[src/rtl/uart_receiver_pkg.sv]
// rtl/uart_receiver_pkg.sv - shared UART state encoding and default parameters
`timescale 1ns/1ps
package uart_receiver_pkg;

   // Line-side FSM states; BREAK parks the receiver while the line is held low
   typedef enum logic [2:0] {
      ST_IDLE  = 3'd0,
      ST_START = 3'd1,
      ST_DATA  = 3'd2,
      ST_STOP  = 3'd3,
      ST_BREAK = 3'd4
   } uart_state_e;

   localparam int DEFAULT_OVERSAMPLE = 16;

   // Clocks per oversample tick
   function automatic int calc_divisor(input int in_freq, input int baud, input int oversample);
      return in_freq / (baud * oversample);
   endfunction

endpackage

[src/rtl/uart_receiver_if.sv]
// rtl/uart_receiver_if.sv - received-byte valid/ready handshake bundle
`timescale 1ns/1ps
interface uart_receiver_if #(
   parameter int DATA_BITS = 8
);
   logic [DATA_BITS-1:0] data;
   logic                 valid;
   logic                 ready;

   // Receiver side produces bytes, consumer side accepts them
   modport master (output data, output valid, input ready);
   modport slave  (input data, input valid, output ready);
endinterface

[src/rtl/uart_receiver_baud_tick.sv]
// rtl/uart_receiver_baud_tick.sv - oversample tick divider shared by RX and TX
`timescale 1ns/1ps
module uart_baud_tick #(
   parameter int DIVISOR = 2
) (
   input  logic clock,
   input  logic reset,
   input  logic restart,
   output logic tick
);
   localparam int            CW   = $clog2(DIVISOR) + 1;
   localparam logic [CW-1:0] LAST = CW'(DIVISOR - 1);

   logic [CW-1:0] cnt_q;

   // Free-running 0..DIVISOR-1 counter; restart re-phases it to a start edge
   always_ff @(posedge clock) begin
      if (!reset) begin
         cnt_q <= '0;
      end else if (restart || (cnt_q == LAST)) begin
         cnt_q <= '0;
      end else begin
         cnt_q <= cnt_q + 1'b1;
      end
   end

   assign tick = (cnt_q == LAST);
endmodule

[src/rtl/uart_receiver.sv]
// rtl/uart_receiver.sv - oversampling 8N1 UART receiver with valid/ready output
`timescale 1ns/1ps
module uart_receiver
   import uart_receiver_pkg::*;
#(
   parameter int IN_FREQ    = 100_000_000,
   parameter int BAUD       = 115_200,
   parameter int OVERSAMPLE = DEFAULT_OVERSAMPLE,
   parameter int DATA_BITS  = 8,
   parameter int DIVISOR    = calc_divisor(IN_FREQ, BAUD, OVERSAMPLE)
) (
   input  logic            clock,
   input  logic            reset,
   input  logic            rx,
   uart_receiver_if.master rx_bus,
   output logic            frame_error,
   output logic            overrun,
   output logic            busy
);
   localparam int               SC_W     = $clog2(OVERSAMPLE);
   localparam int               IDX_W    = (DATA_BITS > 1) ? $clog2(DATA_BITS) : 1;
   localparam logic [SC_W-1:0]  SC_MID   = SC_W'(OVERSAMPLE / 2 - 1);
   localparam logic [SC_W-1:0]  SC_LAST  = SC_W'(OVERSAMPLE - 1);
   localparam logic [IDX_W-1:0] IDX_LAST = IDX_W'(DATA_BITS - 1);

   logic                 rx_meta_q, rx_s_q;
   uart_state_e          state_q;
   logic [SC_W-1:0]      sc_q;
   logic [IDX_W-1:0]     idx_q;
   logic [DATA_BITS-1:0] shift_q, shift_d, data_q;
   logic                 valid_q, fe_q, ovr_q;
   logic                 tick, restart, accept;

   // Two-flop synchronizer; resets to the idle-high line level
   always_ff @(posedge clock) begin
      if (!reset) begin
         rx_meta_q <= 1'b1;
         rx_s_q    <= 1'b1;
      end else begin
         rx_meta_q <= rx;
         rx_s_q    <= rx_meta_q;
      end
   end

   // Tick phase is aligned to the detected start edge
   assign restart = (state_q == ST_IDLE) && !rx_s_q;
   assign accept  = valid_q && rx_bus.ready;

   uart_baud_tick #(.DIVISOR(DIVISOR)) u_baud_tick (
      .clock   (clock),
      .reset   (reset),
      .restart (restart),
      .tick    (tick)
   );

   // Shift register with the current data bit inserted at its LSB-first slot
   always_comb begin
      shift_d        = shift_q;
      shift_d[idx_q] = rx_s_q;
   end

   // Frame FSM plus output/handshake register; pulses default low each clock
   always_ff @(posedge clock) begin
      if (!reset) begin
         state_q <= ST_IDLE;
         sc_q    <= '0;
         idx_q   <= '0;
         shift_q <= '0;
         data_q  <= '0;
         valid_q <= 1'b0;
         fe_q    <= 1'b0;
         ovr_q   <= 1'b0;
      end else begin
         fe_q  <= 1'b0;
         ovr_q <= 1'b0;
         if (accept) valid_q <= 1'b0;
         case (state_q)
            ST_IDLE: begin
               if (!rx_s_q) begin
                  state_q <= ST_START;
                  sc_q    <= '0;
               end
            end
            ST_START: begin
               if (tick) begin
                  if (sc_q == SC_MID) begin
                     sc_q    <= '0;
                     idx_q   <= '0;
                     state_q <= rx_s_q ? ST_IDLE : ST_DATA;
                  end else begin
                     sc_q <= sc_q + 1'b1;
                  end
               end
            end
            ST_DATA: begin
               if (tick) begin
                  if (sc_q == SC_LAST) begin
                     sc_q    <= '0;
                     shift_q <= shift_d;
                     if (idx_q == IDX_LAST) state_q <= ST_STOP;
                     else                   idx_q   <= idx_q + 1'b1;
                  end else begin
                     sc_q <= sc_q + 1'b1;
                  end
               end
            end
            ST_STOP: begin
               if (tick) begin
                  if (sc_q == SC_LAST) begin
                     sc_q <= '0;
                     if (rx_s_q) begin
                        data_q  <= shift_q;
                        valid_q <= 1'b1;
                        // An accept in this same cycle consumes the old byte, so no overrun
                        if (valid_q && !rx_bus.ready) ovr_q <= 1'b1;
                        state_q <= ST_IDLE;
                     end else begin
                        fe_q    <= 1'b1;
                        state_q <= ST_BREAK;
                     end
                  end else begin
                     sc_q <= sc_q + 1'b1;
                  end
               end
            end
            ST_BREAK: begin
               if (rx_s_q) state_q <= ST_IDLE;
            end
            default: state_q <= ST_IDLE;
         endcase
      end
   end

   assign rx_bus.data  = data_q;
   assign rx_bus.valid = valid_q;
   assign frame_error  = fe_q;
   assign overrun      = ovr_q;
   assign busy         = (state_q != ST_IDLE);
endmodule

[src/flat_wrapper.sv]
// flat-port wrapper written by rule: the top's interface ports become plain ports
module uart_receiver_flat import uart_receiver_pkg::*;
#(
   parameter int IN_FREQ    = 100_000_000,
   parameter int BAUD       = 115_200,
   parameter int OVERSAMPLE = DEFAULT_OVERSAMPLE,
   parameter int DATA_BITS  = 8,
   parameter int DIVISOR    = calc_divisor(IN_FREQ, BAUD, OVERSAMPLE)
)
  (clock, reset, rx, frame_error, overrun, busy, rx_bus_data, rx_bus_valid, rx_bus_ready);
  uart_receiver_if #(.DATA_BITS(DATA_BITS)) rx_bus_i ();
  input  logic clock;
  input  logic reset;
  input  logic rx;
  output logic frame_error;
  output logic overrun;
  output logic busy;
  output wire logic [$bits(rx_bus_i.data)-1:0] rx_bus_data;
  output wire logic [$bits(rx_bus_i.valid)-1:0] rx_bus_valid;
  input wire logic [$bits(rx_bus_i.ready)-1:0] rx_bus_ready;
  assign rx_bus_data = rx_bus_i.data;
  assign rx_bus_valid = rx_bus_i.valid;
  assign rx_bus_i.ready = rx_bus_ready;
  uart_receiver #(.IN_FREQ(IN_FREQ), .BAUD(BAUD), .OVERSAMPLE(OVERSAMPLE), .DATA_BITS(DATA_BITS), .DIVISOR(DIVISOR)) u_core (.clock(clock), .reset(reset), .rx(rx), .rx_bus(rx_bus_i), .frame_error(frame_error), .overrun(overrun), .busy(busy));
endmodule
[config.mk]
export PLATFORM = sky130hd
export DESIGN_NAME = uart_receiver_flat
export DESIGN_NICKNAME = d
export VERILOG_FILES = /design/src/rtl/uart_receiver_pkg.sv /design/src/rtl/uart_receiver_if.sv /design/src/rtl/uart_receiver_baud_tick.sv /design/src/rtl/uart_receiver.sv /design/src/flat_wrapper.sv
export SDC_FILE = /design/constraint.sdc
export NUM_CORES = 1
export LEC_CHECK = 0
export CORE_MARGIN = 10
export CORE_UTILIZATION = 30
export DETAILED_ROUTE_END_ITERATION = 8
export GPL_ROUTABILITY_DRIVEN = 1
export PLACE_DENSITY = 0.53
export SLEW_MARGIN = 40
export SYNTH_ARGS = -nofsm -noshare
export SYNTH_HDL_FRONTEND = slang
export SYNTH_SLANG_ARGS = --single-unit
[constraint.sdc]
create_clock -name clock -period 2.5 [get_ports clock]
set_clock_uncertainty 0.1 [all_clocks]
set_input_delay 0.375 -clock clock [delete_from_list [all_inputs] [get_ports clock]]
set_output_delay 0.375 -clock clock [all_outputs]
set_load 0.01 [all_outputs]
==> Yosys cells after proc, flatten, opt, wreduce, memory -nomap -nowiden <==
Index checks and enable logic that the tools add are counted.
Widths: inputs -> output; s select.
{ "totals": {"latchBits": 0, "regBits": 38, "ramBits": 0, "wordCells": 90, "n_memories": 0, "mem_bits_ro": 0} }
{ "classes": {"mux": 34, "magnitude_cmp": 2, "div_mod_pow": 0, "reduce_logical": 20, "n_bitwise": 1, "add_sub_neg": 3, "shift": 0, "eq_ne": 19, "n_mul": 0} }
{ "ops": {"columns": ["operator", "n"], "rows": [
  ["$mux 3", 15],
  ["$mux 4", 5],
  ["$ne 2x1->1 const B", 9],
  ["$pmux 3 s5", 1],
  ["$pmux 4 s3", 1],
  ["$reduce_and 4->1", 3],
  ["$reduce_and 9->1", 1],
  ["$bwmux 8", 1],
  ["$mux 1", 8],
  ["$add 7x1->7 const B", 1],
  ["$eq 7x6->1 const B", 1],
  ["$eq 3x2->1 const B", 2],
  ["$eq 3x3->1 const B", 2],
  ["$pmux 3 s2", 1],
  ["$reduce_and 6->1", 1],
  ["$reduce_bool 3->1", 2],
  ["$reduce_and 5->1", 1],
  ["$add 4x1->4 const B", 1],
  ["$eq 4x3->1 const B", 1],
  ["$eq 4x4->1 const B", 1],
  ["$logic_and 1x1->1", 4],
  ["$lt 3x4->1 const B", 1],
  ["$ne 2x2->1 const B", 2],
  ["$reduce_or 2->1", 2],
  ["11 further kinds", 12]
]} }

==> Logic depth before layout (Yosys ltp) <==
{ "depth": {"word_depth": 6, "depth_mapped": 7, "depth_no_buf": 6} }

==> By module <==
A second synthesis with hierarchy kept.
{ "unflattened": {"hier_cells": 204, "hier_area_um2": 1864.3} }
{ "modules_own_cells": {"columns": ["module", "instances", "cells_each", "area_per_inst_um2"], "rows": [
  ["uart_receiver", 1, 172, 1565.3],
  ["uart_baud_tick", 1, 32, 299.0]
]} }

==> Least setup slack after synthesis <==
No wires, ideal clock.
{ "synth_timing": {"kind": "flip-flop to flip-flop", "startpoint": "reg u_core.u_baud_tick.cnt_q[0]", "endpoint": "reg u_core.shift_q[3]", "required_time_ps": 2330, "setup_slack_ps": 665, "period_less_slack_ps": 1835, "setup_ps": 70, "path_stages_with_launch": 7, "arrival_ps": 1665, "path_buffers": 1, "cell_sequence": "dfxtp_1 -> ha_1 -> nand4bb_4 -> or3_4 -> buf_6 -> or3_1 -> a21oi_1"} }
{ "synth_between": {"elab_chain_len": 2} }
{ "synth_rtl": {"columns": ["item", "line_no", "source"], "rows": [
  ["start: declaration", "uart_receiver_baud_tick.sv:14", "logic [CW-1:0] cnt_q;"],
  ["start signal: assignment", "uart_receiver_baud_tick.sv:23", "cnt_q <= cnt_q + 1'b1;"],
  ["$eq 7x6->1", "uart_receiver_baud_tick.sv:27", "assign tick = (cnt_q == LAST);"],
  ["$reduce_and 3->1 (no line)", null, null],
  ["end signal: assignment", "uart_receiver.sv:99", "shift_q <= shift_d;"],
  ["end: declaration", "uart_receiver.sv:30", "logic [DATA_BITS-1:0] shift_q, shift_d, data_q;"]
]} }
Every way passes these cells.
A chain may end at the register's enable or synchronous reset.

==> Worst setup path in the final report <==
{ "layout_timing": {"startpoint": "reg u_core.state_q[0]", "endpoint": "out busy"} }
{ "layout_between": {"elab_chain_len": 1} }
{ "layout_rtl": {"columns": ["item", "line_no", "source"], "rows": [
  ["start: declaration", "uart_receiver.sv:27", "uart_state_e state_q;"],
  ["start signal: assignment", "uart_receiver.sv:89", "state_q <= rx_s_q ? ST_IDLE : ST_DATA;"],
  ["$reduce_bool 3->1", "uart_receiver.sv:138", "assign busy = (state_q != ST_IDLE);"],
  ["end: declaration", "flat_wrapper.sv:17", "output logic busy;"]
]} }
Every way passes these cells.

==> summary.txt <==
Die H - 97.1 µm
Yosys warning total - 0
Syn Area/Cell - 9.06 µm²
Tmin final - 2.11 ns
Max-cap violations - 0
Final Power - 1060 µW
vias in the first global route - 1396
period utilization - 0.842
Starting Density - 0.305
fillers - 614
slowest stage delay, CP - 0.49 ns
# hold bufs at CTS - 0
status - finished clean
HP Class - reg2reg
CTS buffer count - 5
antenna violations before repair - 0
Placed Instance Area - 2000 µm²
P_leak - 0.000685 µW
syn_nets - 206
H-tree depth - 2
largest net degree at the start of global routing - 22
Cell Rows - 28
worst vdd ir - 0.160 mV
Post-CTS Setup Inserts - 0
area of the die - 9440 µm²
DR vias/cell - 4.93
TritonCTS clock tree - built
RSZ-0062 raised after global routing - false
crit-path cells - or3_1, clkdlybuf4s50_1
port bufs - 15
Die X - 97.1 µm
WS Path Type - reg2out
Pwr Density - 511 nW/µm²
total grt overflow - 0
ys async rst share - 0
Crit. End Element - output port
share of cells above drive strength 1 - 0.0708
first-pass detailed-route iteration total - 4
Crit Path Max Fanout - 11
crit path DAT - 1.63 ns
GRT Resource Usage Total - 0.0802
clock-pin slew on the worst setup and hold paths - 0.07 ns
1st-iter DRT viols - 24
register area share after synthesis - 0.426
Yosys reg bits - 38
critical path's slowest cell - clkdlybuf4s50_1
Fin Hold WS - 0.307 ns
CTS Buffer Depth - 2
Final Hold Viols - 0
Synth Cell Area - 1790 µm²
GPL Wtd Cong - 0.776
Sinks on Clock Net - 38
EDFF count, synth - 0
Synth top area share - 0.426
most numerous cell in the Yosys netlist - dfxtp_1
via count - 1414
worst slew pin tran - 0.700 ns
Slew Limit Headroom - 0.527
Slew Limit Fails - 0
DP Wirelength - 2.57 mm
cell accounting for the most synthesized area - dfxtp_1
synth unique cells - 46
Routed WL - 3.63 mm
wire per inst - 12.7 µm
Antenna Nets Post-Route - 0
area of the core - 5850 µm²
final setup fails - 0
commonest cells in the netlist - dfxtp_1, nor2_1, a21oi_1, nand2_1, mux2i_1
Worst Setup Start Kind - flip-flop
Mapped Cells - 197
dpl ws - 0.490 ns
post-CTS resize count - 0
top post-synthesis cells by area - dfxtp_1, mux2i_1, nor2_1
area of the multi-input gates - 965 µm²
Most used DFF post-synth - dfxtp_1
Root Buffer - clkbuf_8
ant diodes - 0
Setup TNS - 0 ns
drt drc - 0
Final WS setup - 0.394 ns
Worst EP required - 2.03 ns
design area - 2080 µm²
Final Net Count - 221
IO Count - 16
Layout area overhead - 16.3%
reg-to-reg slack, setup - 0.47 ns
FMAX - 475 MHz
global-route wire length before repair - 6.46 mm
Reg area - 761 µm²
later-pin clock latency in the skew report - 0.29 ns
==> flip-flops by register name, indices dropped and copies added (netlist names), 3 cells and up <==
name	cells
u_core.rx_bus.data	8
u_core.state_q	3
u_core.u_baud_tick.cnt_q	7
u_core.shift_q	8
u_core.idx_q	3
u_core.sc_q	4
==> layer usage <==
| layer | GRT usage | wire length, µm | share of wire | up-vias |
|---|---|---|---|---|
| li1 | - | - | - | 738 |
| met1 | 0.0965 | 1810 | 0.50 | 655 |
| met2 | 0.122 | 1590 | 0.44 | 13 |
| met3 | 0.0284 | 160 | 0.044 | 8 |
| met4 | 0.0409 | 78 | 0.021 | 0 |
| met5 | 0 | 0 | 0 | - |
==> per-stage QoR <==
step,cells,util
after global routing,287,0.355
final,287,0.355
after CTS,287,0.355
after floorplan,197,-
after detailed placement,280,0.342
after global placement,280,0.342
==> layout by cell type (no fill, tap or decap), drive strengths merged, types with 5 or more instances in the layout <==
cell and n:
a21oi 12, nand2 12, nor2 25, mux2i 11, clkbuf 7, nand3 8
or3 10, clkdlybuf4s50 15, ha 5, o21ai 9, dfxtp 38
==> worst paths after layout <==
kind              cells past startpoint             end         startpoint
setup / recovery                      2            busy  u_core.state_q[0]
hold / removal                        1   u_core.rx_s_q   u_core.rx_meta_q
setup reg to reg                      4  u_core.sc_q[3]  u_core.state_q[0]
hold reg to reg                       1   u_core.rx_s_q   u_core.rx_meta_q
==> final cells by class <==
cell class,count,area share
Clock buffer,7,0.0368
Timing Repair Buffer,17,0.0796
Inverter,4,0.00723
Tap cell,75,0.0452
Sequential cell,38,0.366
Multi-Input combinational cell,146,0.465
==> where the power goes <==
group          switching, µW  internal [µW]
Clock                    205            192
Sequential              8.57            612
Combinational           25.1           18.2
Total                    238            822
==> logic make-up after synthesis <==
group,after synthesis,share of synthesized area
flip-flops,38,0.426
buffers and inverters,13,0.0336
multiplexers,11,0.0617
AND/OR/NAND/NOR,94,0.316
AO/OA/AOI/OAI,31,0.103
XOR/XNOR,5,0.0245
adder cells (fa/ha/maj),5,0.0350
==> worst max-delay path: cells and delay by family (launching register included) <==
kind | cells | cell delay [ns]
buffers and inverters | 1 | 0.49
DFF | 1 | 0.42
and+or+nand+nor | 1 | 0.43
Power figures use the tool's default switching activity.
